[src/rtl/bk_adder_pkg.sv]
// Shared types and elaboration helpers for the pipelined Brent-Kung adder.
package bk_adder_pkg;

    typedef struct packed {
        logic g;
        logic p;
    } bk_gp_t;

    function automatic int bk_levels(input int width);
        return 2 * $clog2(width) - 1;
    endfunction

    function automatic int bk_rank_level(input int k, input int stages, input int levels);
        return (k * levels) / stages;
    endfunction

    // 0-based rank registered in front of prefix level `level`, or -1 if that boundary is wired through.
    function automatic int bk_rank_at(input int level, input int stages, input int levels);
        int rank = -1;
        for (int k = 1; k < stages; k++)
            if (bk_rank_level(k, stages, levels) == level) rank = k - 1;
        return rank;
    endfunction

    function automatic int bk_a_bit(input int i);
        return 2 * i;
    endfunction

    function automatic int bk_b_bit(input int i);
        return 2 * i + 1;
    endfunction

endpackage

[src/rtl/bk_prefix_level.sv]
// One combinational Brent-Kung prefix level: up-sweep for LEVEL < log2(WIDTH), down-sweep after.
module bk_prefix_level
    import bk_adder_pkg::*;
#(
    parameter int WIDTH = 12,
    parameter int LEVEL = 0
) (
    input  bk_gp_t [WIDTH-1:0] gp_in,
    output bk_gp_t [WIDTH-1:0] gp_out
);

    localparam int LOG2W = $clog2(WIDTH);
    localparam bit UP    = LEVEL < LOG2W;
    localparam int SPAN  = UP ? (1 << LEVEL) : (1 << (2 * LOG2W - 2 - LEVEL));

    for (genvar i = 0; i < WIDTH; i++) begin : g_node
        // Up-sweep merges aligned blocks; down-sweep finishes odd multiples of SPAN from a complete prefix.
        localparam bit ACTIVE = UP ? ((i + 1) % (2 * SPAN) == 0)
                                   : (((i + 1) % (2 * SPAN) == SPAN) && (i >= 2 * SPAN));
        if (ACTIVE) begin : g_op
            assign gp_out[i].g = gp_in[i].g | (gp_in[i].p & gp_in[i-SPAN].g);
            assign gp_out[i].p = gp_in[i].p & gp_in[i-SPAN].p;
        end else begin : g_thru
            assign gp_out[i] = gp_in[i];
        end
    end

endmodule

[src/rtl/bk_adder_pipe.sv]
// Pipelined Brent-Kung adder/subtractor with a valid/ready handshake and full backpressure.
// Define BK_ADDER_STATUS_EN to add the registered out_ovf / out_zero status outputs.
module bk_adder_pipe
    import bk_adder_pkg::*;
#(
    parameter int WIDTH  = 12,
    parameter int STAGES = 2
) (
    input  logic               clk,
    input  logic               rst,
    input  logic               in_valid,
    output logic               in_ready,
    input  logic [2*WIDTH-1:0] in_data,
    input  logic               in_cin,
    input  logic               in_sub,
    output logic               out_valid,
    input  logic               out_ready,
    output logic [WIDTH:0]     out_sum
`ifdef BK_ADDER_STATUS_EN
    ,
    output logic               out_ovf,
    output logic               out_zero
`endif
);

    localparam int LEVELS = bk_levels(WIDTH);

    logic [STAGES-1:0] v, v_next, adv;

    for (genvar r = 0; r < STAGES; r++) begin : g_ctl
        // A rank may load when it, or any rank downstream of it, has room this cycle.
        assign adv[r] = out_ready | ~(&v[STAGES-1:r]);
        if (r == 0) begin : g_head
            assign v_next[r] = adv[r] ? in_valid : v[r];
        end else begin : g_body
            assign v_next[r] = adv[r] ? v[r-1] : v[r];
        end
    end

    assign in_ready  = adv[0];
    assign out_valid = v[STAGES-1];

    // NOTE: state uses non-blocking assignments so each rank sees its neighbour's pre-edge value.
    always_ff @(posedge clk) begin
        if (rst) v <= '0;
        else     v <= v_next;
    end

    bk_gp_t [WIDTH-1:0] gp_stage  [LEVELS+1];
    logic   [WIDTH-1:0] p_stage   [LEVELS+1];
    logic               cin_stage [LEVELS+1];

    for (genvar i = 0; i < WIDTH; i++) begin : g_form
        logic a, b_eff;
        assign a             = in_data[bk_a_bit(i)];
        assign b_eff         = in_data[bk_b_bit(i)] ^ in_sub;
        assign p_stage[0][i] = a ^ b_eff;
        if (i == 0) begin : g_fold
            // Carry-in is the generate of a virtual bit -1 (propagate 0), merged into bit 0 up front.
            assign gp_stage[0][i] = '{g: (a & b_eff) | ((a ^ b_eff) & in_cin), p: 1'b0};
        end else begin : g_bit
            assign gp_stage[0][i] = '{g: a & b_eff, p: a ^ b_eff};
        end
    end
    assign cin_stage[0] = in_cin;

    for (genvar m = 0; m < LEVELS; m++) begin : g_level
        localparam int RANK = bk_rank_at(m, STAGES, LEVELS);
        bk_gp_t [WIDTH-1:0] gp_d;
        logic   [WIDTH-1:0] p_d;
        logic               cin_d;
        if (RANK >= 0) begin : g_rank
            // NOTE: datapath ranks carry no reset; the valid bits alone decide what is live.
            always_ff @(posedge clk) begin
                if (adv[RANK]) begin
                    gp_d  <= gp_stage[m];
                    p_d   <= p_stage[m];
                    cin_d <= cin_stage[m];
                end
            end
        end else begin : g_wire
            assign gp_d  = gp_stage[m];
            assign p_d   = p_stage[m];
            assign cin_d = cin_stage[m];
        end
        bk_prefix_level #(.WIDTH(WIDTH), .LEVEL(m)) u_level (
            .gp_in  (gp_d),
            .gp_out (gp_stage[m+1])
        );
        assign p_stage[m+1]   = p_d;
        assign cin_stage[m+1] = cin_d;
    end

    logic [WIDTH-1:0] grp_g;
    logic [WIDTH-1:0] unused_grp_p;
    logic [WIDTH:0]   carry;
    logic [WIDTH:0]   sum;

    for (genvar i = 0; i < WIDTH; i++) begin : g_tap
        assign grp_g[i]        = gp_stage[LEVELS][i].g;
        assign unused_grp_p[i] = gp_stage[LEVELS][i].p;
    end

    assign carry = {grp_g, cin_stage[LEVELS]};
    assign sum   = {carry[WIDTH], p_stage[LEVELS] ^ carry[WIDTH-1:0]};

    always_ff @(posedge clk) begin
        if (rst)                out_sum <= '0;
        else if (adv[STAGES-1]) out_sum <= sum;
    end

`ifdef BK_ADDER_STATUS_EN
    always_ff @(posedge clk) begin
        if (rst) begin
            out_ovf  <= 1'b0;
            out_zero <= 1'b0;
        end else if (adv[STAGES-1]) begin
            out_ovf  <= carry[WIDTH] ^ carry[WIDTH-1];
            out_zero <= ~|sum[WIDTH-1:0];
        end
    end
`endif

endmodule
[config.mk]
export PLATFORM = sky130hd
export DESIGN_NAME = bk_adder_pipe
export DESIGN_NICKNAME = d
export VERILOG_FILES = /design/src/rtl/bk_adder_pkg.sv /design/src/rtl/bk_prefix_level.sv /design/src/rtl/bk_adder_pipe.sv
export SDC_FILE = /design/constraint.sdc
export NUM_CORES = 1
export LEC_CHECK = 0
export ABC_AREA = 0
export CAP_MARGIN = 20
export CORE_MARGIN = 2
export CORE_UTILIZATION = 36
export DETAILED_ROUTE_END_ITERATION = 10
export GPL_ROUTABILITY_DRIVEN = 0
export GPL_TIMING_DRIVEN = 0
export HOLD_SLACK_MARGIN = 0.15
export MAX_ROUTING_LAYER = met4
export SKIP_CTS_REPAIR_TIMING = 1
export SLEW_MARGIN = 25
export SYNTH_ARGS = -nofsm -noshare
export SYNTH_HDL_FRONTEND = slang
export SYNTH_SLANG_ARGS = --single-unit
export TNS_END_PERCENT = 100
[constraint.sdc]
create_clock -name clk -period 2.7 [get_ports clk]
set_clock_uncertainty 0.2 [all_clocks]
set_input_delay 0.54 -clock clk [delete_from_list [all_inputs] [get_ports clk]]
set_output_delay 0.54 -clock clk [all_outputs]
set_load 0.1 [all_outputs]
==> key figures, run 1 <==
Yosys
  – FFs w/ async S/R, synth: 0%
  – Mean Syn Cell Area: around 13 um2
  – Compound-Gate Fraction of Synth Area: 10.2%
  – Biggest area consumer among synthesized cells: edfxtp_1
  – Most common cell in the synthesized netlist: edfxtp_1
  – Syn nets: 199
  – Main combinational cell family by area after synthesis: adder cells
  – Adder-cell share of the synthesized area: 11.2%
  – Main synth FF type: edfxtp_1
  – Yosys top cell area share: 44.1%
  – Cell Area, Synth: 1910 um2
  – Netlist cell types: 26
  – Area contributors post-synth: edfxtp_1 44%, dfxtp_1 16%, ha_1 11%, xor2_1 5.5%, nand2_1 3.7%
  – Post-synthesis simple-gate area fraction: 10.9%
  – Number of synthesized register bits: 43
  – Synth Area in XOR/XNOR: 6.43%
  – Multiplexer area fraction after synthesis: 0%
  – Seq/Total Area, Yosys: 59.8%
  – EDFF count, synth: 28
  – Mapped Cells: 152
  – Ys Warns: 0
  – Post-synth top cells: 28 x edfxtp_1, 19 x nand2_1, 17 x ha_1, 15 x dfxtp_1

Routing
  – DR WL/cell: 12.9 um
  – DRC: 0
  – Detailed Route WL: 3560 um
  – Vias: 1284
  – DR iter-0 viols: 58
  – DRT antenna net count: 0
  – First-pass DRT Iterations: 4
  – Via density: 4.67

STA
  – WHS: roughly 0.25 ns
  – Fmax: about 390 MHz
  – Slew Limit Fails: 0
  – Final min period: 2.58 ns
  – Worst Tran Pin Value: 0.985 ns
  – RSZ-0062 raised after global routing: false
  – Fin crit share: between 90% and 100%
  – Hold Fails Final Rpt: 0
  – Relative slew slack: 34.2%
  – Final setup viols: 0

Place
  – Dpl hpwl: 2650 um
  – Dpl cells: 266
  – Port Buffers: 44

Setup path
  – Crit path launch type: input pin
  – CP max stage cell: clkdlybuf4s50_1
  – Buffers and inverters on the worst path: 3
  – RR Startpoint: g_level[3].gp_d[15]
  – Crit path largest cell delay: approximately 0.49 ns
  – CP max FO: 15
  – End of the critical path: in_ready
  – Worst EP required: 1.96 ns
  – Critical Path Source: out_ready
  – Crit path max-delay family: buffers and inverters
  – Worst Reg-to-Reg Cells: 5
  – WS Path Type: input pin to output port
  – Flop2flop setup slack: 1.02 ns
  – Critical path arrival: about 1.8 ns
  – WP depth: 5
  – Critical Path Sink Type: output port
  – R2r endpoint: out_sum[11]
  – Cells along the critical path: clkdlybuf4s50_1 -> and2b_2 -> buf_6 -> nand2_8 -> buf_8

Floorplan
  – Core area: 5110 um2
  – Die Y: 76.8 um
  – # rows: 26
  – Initial core utilization: 37.3%
  – Die width: 76.8 um
  – Die ar.: ~5900 um2
  – IO Pins: 45

Layout
  – N_diodes: 0
  – Sequential cell area: ~1100 um2
  – Area growth syn-to-layout: 34.8%
  – Final std cells w/o fill: 275
  – Number of fill cells: between 400 and 500
  – Share of cells above drive strength 1: under 10%
  – Nets: 251
  – Multi-input gate area: 766 um2

Clock tree
  – Sink Count: 43
  – CTS tree: built
  – CTS Root Cell: clkbuf_8
  – Worst-path clk slew: 0.08 ns
  – Clk_lat worst skew: 0.29 ns
  – TritonCTS Buffers: 5
  – Max Root-Sink Buffers: 2
  – H-tree levels: 2

GRT
  – First-pass GRT wire length: 5710 um
  – Antenna violations before repair: 0
  – GRT Total Usage: a little over an eighth
  – Grt ovf: 0
  – Vias in the first global route: 1276
  – Pin count of the biggest net entering global routing: 30

Worst hold path
  – Tightest Hold Check Type: flip-flop to flip-flop
  – Hold_sp: out_sum[9]

Power
  – Max VDD drop: 0.298 mV
  – P_leak: about 1.1 nW
  – PD cells: 727 nW/um2

Job
  – Max cap viols: 0

Run status
  – Status: finished, final reports clean
[metal layers]
metal	track usage, %	wire length (um)	up-vias
met4	8.73	61	0
met1	13.2	1470	588
met2	23.3	1910	32
li1	-	-	658
met3	2.59	111	6
met5	-	0	-
[cell usage in the layout, fill, tap and decap left out]
cell type        Yosys  final
clkdlybuf4s50_1      0     43
edfxtp_1            28     28
nand2_1             19     18
ha_1                17     17
dfxtp_1             15     14
xor2_1              12     12
a21oi_1             12     12
a21o_1               8      8
nand3_1              6      6
nor2_1               6      6
or3_1                5      5
o21ai_0              5      5
clkbuf_8             0      5
clkbuf_1             1      3
a211oi_1             3      3
and2_1               2      2
xnor2_1              2      2
and2b_2              1      1
buf_6                1      1
nand2_8              0      1
buf_4                1      1
nand2b_1             1      1
a21oi_2              1      1
o21ai_2              1      1
and3_1               1      1
a41o_1               1      1
nand2b_4             1      1
buf_2                1      1
nor3_1               1      1
clkbuf_16            0      1
nand2_4              0      1
buf_8                0      1
dfxtp_2              0      1
[how the worst min path moves through the flow]
stage / to / slack [ns] / depth (start not counted)
floorplan: v[1] / 0.28 / 2
global placement: out_sum[9] / 0.24 / 2
detailed placement: out_sum[9] / 0.25 / 2
CTS: out_sum[9] / 0.26 / 2
global route: out_sum[9] / 0.27 / 2
finish: out_sum[9] / 0.25 / 2
[area by class of cell]
class	instances	area share [%]
multi-input combinational	106	29.8
sequential	43	44.5
tap	70	3.41
timing repair buffer	44	17.3
clock buffer	8	3.94
buffer	4	1.07
[where the power goes]
| group | internal [W] | switching, W |
|---|---|---|
| Combinational | 0.000193 | 0.000379 |
| Sequential | 0.000808 | 0.0000439 |
| Clock | 0.000239 | 0.000206 |
| Total | 0.00124 | 0.000629 |
[registers in the layout, summed over array words and instances (netlist names)]
register and cells:
g_level.cin_d 1, g_level.gp_d 15, g_level.p_d 12, out_sum 13, v 2
[kinds of logic (layout without fill, tap and decap cells)]
family / after synthesis / in the layout
compound gates: 31 / 31
xor+xnor: 14 / 14
fa+ha+maj: 17 / 17
buf+inv: 4 / 56
flops: 43 / 43
simple gates: 43 / 44
[through the flow]
step	TNS, ns	cell area (um2)	power, W	util (%)	setup WS (ns)
global placement	-1.40	2440	0.00143	47.7	-1.23
floorplan	0	1910	0.00127	-	0.317
CTS	-1.28	2540	0.00189	49.7	-1.28
global route	0	2570	0.00196	50.3	0.0443
finish	0	2570	0.00187	50.3	0.119
detailed placement	-1.54	2440	0.00144	47.7	-1.27
[tightest hold or removal path: cells and delay by family (launching register included)]
family           cells  cell delay, ns
AND/OR/NAND/NOR      1            0.05
AO/OA/AOI/OAI        1            0.05
flip-flops           1            0.31
Power figures use the tool's default switching activity.
==> inputs of run 2 (changes only) <==
--- a/config.mk
+++ b/config.mk
@@ -9,6 +9,7 @@
 export CAP_MARGIN = 20
 export CORE_MARGIN = 2
 export CORE_UTILIZATION = 36
+export CTS_BUF_LIST = sky130_fd_sc_hd__clkbuf_4 sky130_fd_sc_hd__clkbuf_8
 export DETAILED_ROUTE_END_ITERATION = 10
 export GPL_ROUTABILITY_DRIVEN = 0
 export GPL_TIMING_DRIVEN = 0
==> run 2 against run 1 <==
Against the previous run: flip-flop and latch count did not move; sequential power barely moved; register-to-register slack barely moved; clock power rose by 13%; critical endpoint unchanged; combinational power barely moved; largest cell class unchanged; critical path depth did not move; routed wire length rose by 0.42%; sequential share of layout area fell by 0.22 points; hold slack barely moved.
==> key figures, run 2 (synthesis gave the netlist of run 1 again) <==
STA
  – Final setup viols: 0
  – Worst Tran Pin Value: 0.984 ns
  – Relative slew slack: between 30% and 40%
  – Fin crit share: 95.8%
  – Fmax: 387 MHz
  – Slew Limit Fails: 0
  – Hold Fails Final Rpt: 0
  – Final min period: 2.59 ns
  – RSZ-0062 raised after global routing: false
  – WHS: 0.252 ns

GRT
  – Antenna violations before repair: 0
  – Grt ovf: 0
  – GRT Total Usage: 13.2%
  – Vias in the first global route: 1270
  – First-pass GRT wire length: about 5700 um
  – Pin count of the biggest net entering global routing: 30

Layout
  – Share of cells above drive strength 1: a little under a tenth
  – Area growth syn-to-layout: 35.4%
  – Nets: 251
  – Commonest non-fill, non-tap cells in the layout: 43 x clkdlybuf4s50_1, 28 x edfxtp_1, 18 x nand2_1
  – N_diodes: 0
  – Final instance area: 2580 um2
  – Most common cell after layout, fill and taps aside: clkdlybuf4s50_1
  – Top reg by flops: g_level.gp_d
  – Max reg flops: 15
  – Largest registers: g_level.gp_d x15, out_sum x13, g_level.p_d x12

Floorplan
  – # rows: 26
  – Die width: 76.8 um
  – Die Y: 76.8 um
  – Core area: about 5100 um2
  – Die ar.: approximately 5900 um2
  – IO Pins: 45
  – Initial core utilization: 37.3%

Routing
  – DR iter-0 viols: 49
  – DRT antenna net count: 0
  – Via density: 4.66
  – DRC: 0
  – Detailed Route WL: 3570 um
  – First-pass DRT Iterations: 4
  – Vias: 1281
  – DR WL/cell: around 13 um

Clock tree
  – CTS Root Cell: clkbuf_8
  – H-tree levels: 2
  – TritonCTS Buffers: 5
  – Max Root-Sink Buffers: 2
  – Worst-path clk slew: 0.07 ns
  – Sink Count: 43
  – Clk_lat worst skew: 0.29 ns
  – CTS tree: built

Power
  – P_leak: around 1.1 nW
  – Max VDD drop: 0.298 mV
  – PD cells: 746 nW/um2

Setup path
  – CP max FO: 15
  – Critical Path Sink Type: output port
  – Worst EP required: 1.96 ns
  – WS Path Type: input pin to output port
  – Crit path launch type: input pin
  – Critical path arrival: 1.85 ns

Place
  – Port Buffers: 44
  – Dpl hpwl: 2650 um
  – Cell Area, Placed: about 2400 um2

Run status
  – Status: finished, final reports clean

Worst hold path
  – Tightest Hold Check Type: flip-flop to flip-flop

Job
  – Max cap viols: 0
[run 2: final cells by class]
cell class,instances,area [um2]
well taps,70,87.6
clock inverters,1,30.0
clock buffers,7,83.8
repair buffers,44,445
flip-flops and latches,43,1140
plain buffers,4,27.5
fillers,486,2520
multi-input cells,106,766
[run 2: per-layer routing]
layer  vias to the layer above  routed length (um)  GRT usage [%]
met5                         -                   0              -
met4                         0                 109           8.73
met3                        10                 159           2.59
met2                        36                1870           23.3
met1                       579                1440           13.3
li1                        656                   -              -
[run 2: through the flow]
| stage | utilization (%) | power, W | TNS (ns) | instances | setup WS [ns] |
|---|---|---|---|---|---|
| 6_report | 50.6 | 0.00193 | 0 | 275 | 0.114 |
| 5_1_grt | 50.6 | 0.00202 | 0 | 275 | 0.0443 |
| 4_1_cts | 50.0 | 0.00194 | -1.28 | 274 | -1.28 |
| 3_5_place_dp | 47.7 | 0.00144 | -1.54 | 266 | -1.27 |
| 3_3_place_gp | 47.7 | 0.00143 | -1.40 | 266 | -1.23 |
| 2_1_floorplan | - | 0.00127 | 0 | 152 | 0.317 |
[run 2: path summary, 6_finish.rpt]
| path | slack (ns) | from | end | depth (start not counted) |
|---|---|---|---|---|
| worst max-delay path | 0.11 | out_ready | in_ready | 5 |
| worst min-delay path | 0.25 | out_sum[9] | out_sum[9] | 2 |
| worst max register to register | 1.02 | g_level[3].gp_d[15] | out_sum[11] | 5 |
| worst min register to register | 0.25 | out_sum[9] | out_sum[9] | 2 |
[run 2: report_power, final]
group	internal [W]	total [W]	leakage (nW)	switching, W
sequential	0.000808	0.000853	0.432	0.0000445
combinational	0.000193	0.000572	0.598	0.000379
clock	0.000297	0.000502	0.0593	0.000205
total	0.00130	0.00193	1.09	0.000629
[run 2: critical path, cell delays in order]
cell and delay [ns]:
clkdlybuf4s50_1 0.49, and2b_2 0.27, buf_6 0.17, nand2_8 0.15, buf_8 0.22
==> inputs of run 3 (changes only) <==
--- a/config.mk
+++ b/config.mk
@@ -15,6 +15,7 @@
 export GPL_TIMING_DRIVEN = 0
 export HOLD_SLACK_MARGIN = 0.15
 export MAX_ROUTING_LAYER = met4
+export PLACE_DENSITY = 0.59
 export SKIP_CTS_REPAIR_TIMING = 1
 export SLEW_MARGIN = 25
 export SYNTH_ARGS = -nofsm -noshare
==> run 3 against run 2 <==
Against the previous run: die area did not move; non-clock buffer count is the same; critical endpoint unchanged; via count grew 1.7%; register-to-register slack about the same; critical path type unchanged; total power is 5.1% lower; flip-flop and latch count did not move; first-iteration DRC count shrank 18%; hold slack improved by 0.0012 ns; cell count unchanged; sequential power hardly changed; core utilization is 0.49 points lower; setup slack improved by 0.0036 ns.
==> key figures, run 3 (synthesis gave the netlist of run 1 again) <==
Run status
  – Status: finished, final reports clean

Clock tree
  – Worst-path clk slew: 0.07 ns
  – Clk_lat worst skew: 0.29 ns
  – Max Root-Sink Buffers: 2
  – Sink Count: 43
  – CTS tree: built
  – CTS Root Cell: clkbuf_8
  – TritonCTS Buffers: 5
  – H-tree levels: 2

Setup path
  – Critical Path Sink Type: output port
  – CP max FO: 15
  – Crit path max-delay family: buffers and inverters
  – Critical Path Source: out_ready
  – RR Startpoint: g_level[3].gp_d[15]
  – WS Path Type: input pin to output port
  – CP max stage cell: clkdlybuf4s50_1
  – Buffers and inverters on the worst path: 3
  – Crit path launch type: input pin
  – Crit path largest cell delay: about 0.48 ns
  – Cells along the critical path: clkdlybuf4s50_1 -> and2b_2 -> buf_6 -> nand2_8 -> buf_8
  – Critical path arrival: around 1.8 ns
  – Worst EP required: 1.96 ns

Worst hold path
  – Tightest Hold Check Type: flip-flop to flip-flop
  – Hold_sp: out_sum[5]

Layout
  – Share of cells above drive strength 1: 9.27%
  – Final std cells w/o fill: 275
  – Most common cell after layout, fill and taps aside: clkdlybuf4s50_1
  – N_diodes: 0
  – Multi-input gate area: 766 um2
  – Number of fill cells: 478
  – Largest registers: g_level.gp_d x15, out_sum x13, g_level.p_d x12
  – Final instance area: between 2000 and 3000 um2
  – Max reg flops: 15
  – Top reg by flops: g_level.gp_d
  – Commonest non-fill, non-tap cells in the layout: 43 x clkdlybuf4s50_1, 28 x edfxtp_1, 18 x nand2_1
  – Sequential cell area: 1140 um2
  – Nets: 251
  – Area growth syn-to-layout: 34.1%

Place
  – Dpl cells: roughly 270
  – Dpl hpwl: 2740 um
  – Port Buffers: 44
  – Cell Area, Placed: roughly 2400 um2
  – Post-Place Setup Slack: -1.28 ns

GRT
  – GRT Total Usage: 13.4%
  – Antenna violations before repair: 0
  – Pin count of the biggest net entering global routing: 30
  – Vias in the first global route: about 1300
  – Global Route met1 Usage: 14.1%
  – Layer with the highest usage: met2
  – Met3 Use GR: 2.59%
  – Grt ovf: 0
  – First-pass GRT wire length: 5950 um
  – Global routing usage on met2: between 20% and 30%

Floorplan
  – Die width: 76.8 um
  – Die Y: 76.8 um
  – Initial core utilization: 37.3%
  – Die ar.: 5900 um2
  – # rows: 26
  – IO Pins: 45
  – Core area: 5110 um2

STA
  – Worst Tran Pin Value: 0.983 ns
  – Worst setup margin: 0.118 ns
  – WHS: 0.253 ns
  – Final min period: 2.58 ns
  – RSZ-0062 raised after global routing: false
  – Hold Fails Final Rpt: 0
  – Fin crit share: 95.6%
  – Final setup viols: 0
  – Slew Limit Fails: 0
  – Fmax: 387 MHz
  – Relative slew slack: between 30% and 40%

Power
  – Final Power: 0.00183 W
  – PD cells: 715 nW/um2
  – P_leak: 1.08 nW
  – Max VDD drop: 0.310 mV

Routing
  – DR WL/cell: 13.4 um
  – DRC: 0
  – Detailed Route WL: 3690 um
  – DR iter-0 viols: 40
  – DRT antenna net count: 0
  – First-pass DRT Iterations: 4
  – Vias: 1303
  – Via density: 4.74

Job
  – Max cap viols: 0
-- run 3: through the flow --
stage               utilization, %  setup TNS (ns)
detailed placement            47.7           -1.56
global placement              47.7           -1.41
finish                        50.1               0
floorplan                        -               0
global route                  50.1               0
CTS                           49.5           -1.30
-- run 3: final timing paths --
kind,end,slack [ns],cells past startpoint
min,out_sum[5],0.25,2
max reg2reg,out_sum[11],1.03,5
min reg2reg,out_sum[5],0.25,2
max,in_ready,0.12,5
-- run 3: power by group --
group / switching [W] / internal [W]
combinational: 0.000381 / 0.000192
clock: 0.000198 / 0.000201
sequential: 0.0000465 / 0.000809
total: 0.000625 / 0.00120
-- run 3: layer usage --
layer / wire length (um) / up-vias
li1: - / 657
met1: 1550 / 608
met2: 1940 / 31
met3: 121 / 7
met4: 81 / 0
met5: 0 / -
-- run 3: final cells by class --
cell class                 instances  area share, %
tap                               70           3.42
sequential                        43           44.7
clock buffer                       7           3.28
multi-input combinational        106           29.9
clock inverter                     1          0.196
timing repair buffer              44           17.4
buffer                             4           1.08
-- run 3: tightest hold or removal path: stages (launching register included) --
cell     delay (ns)
dfxtp_1        0.31
nand2_1        0.05
a21oi_1        0.05
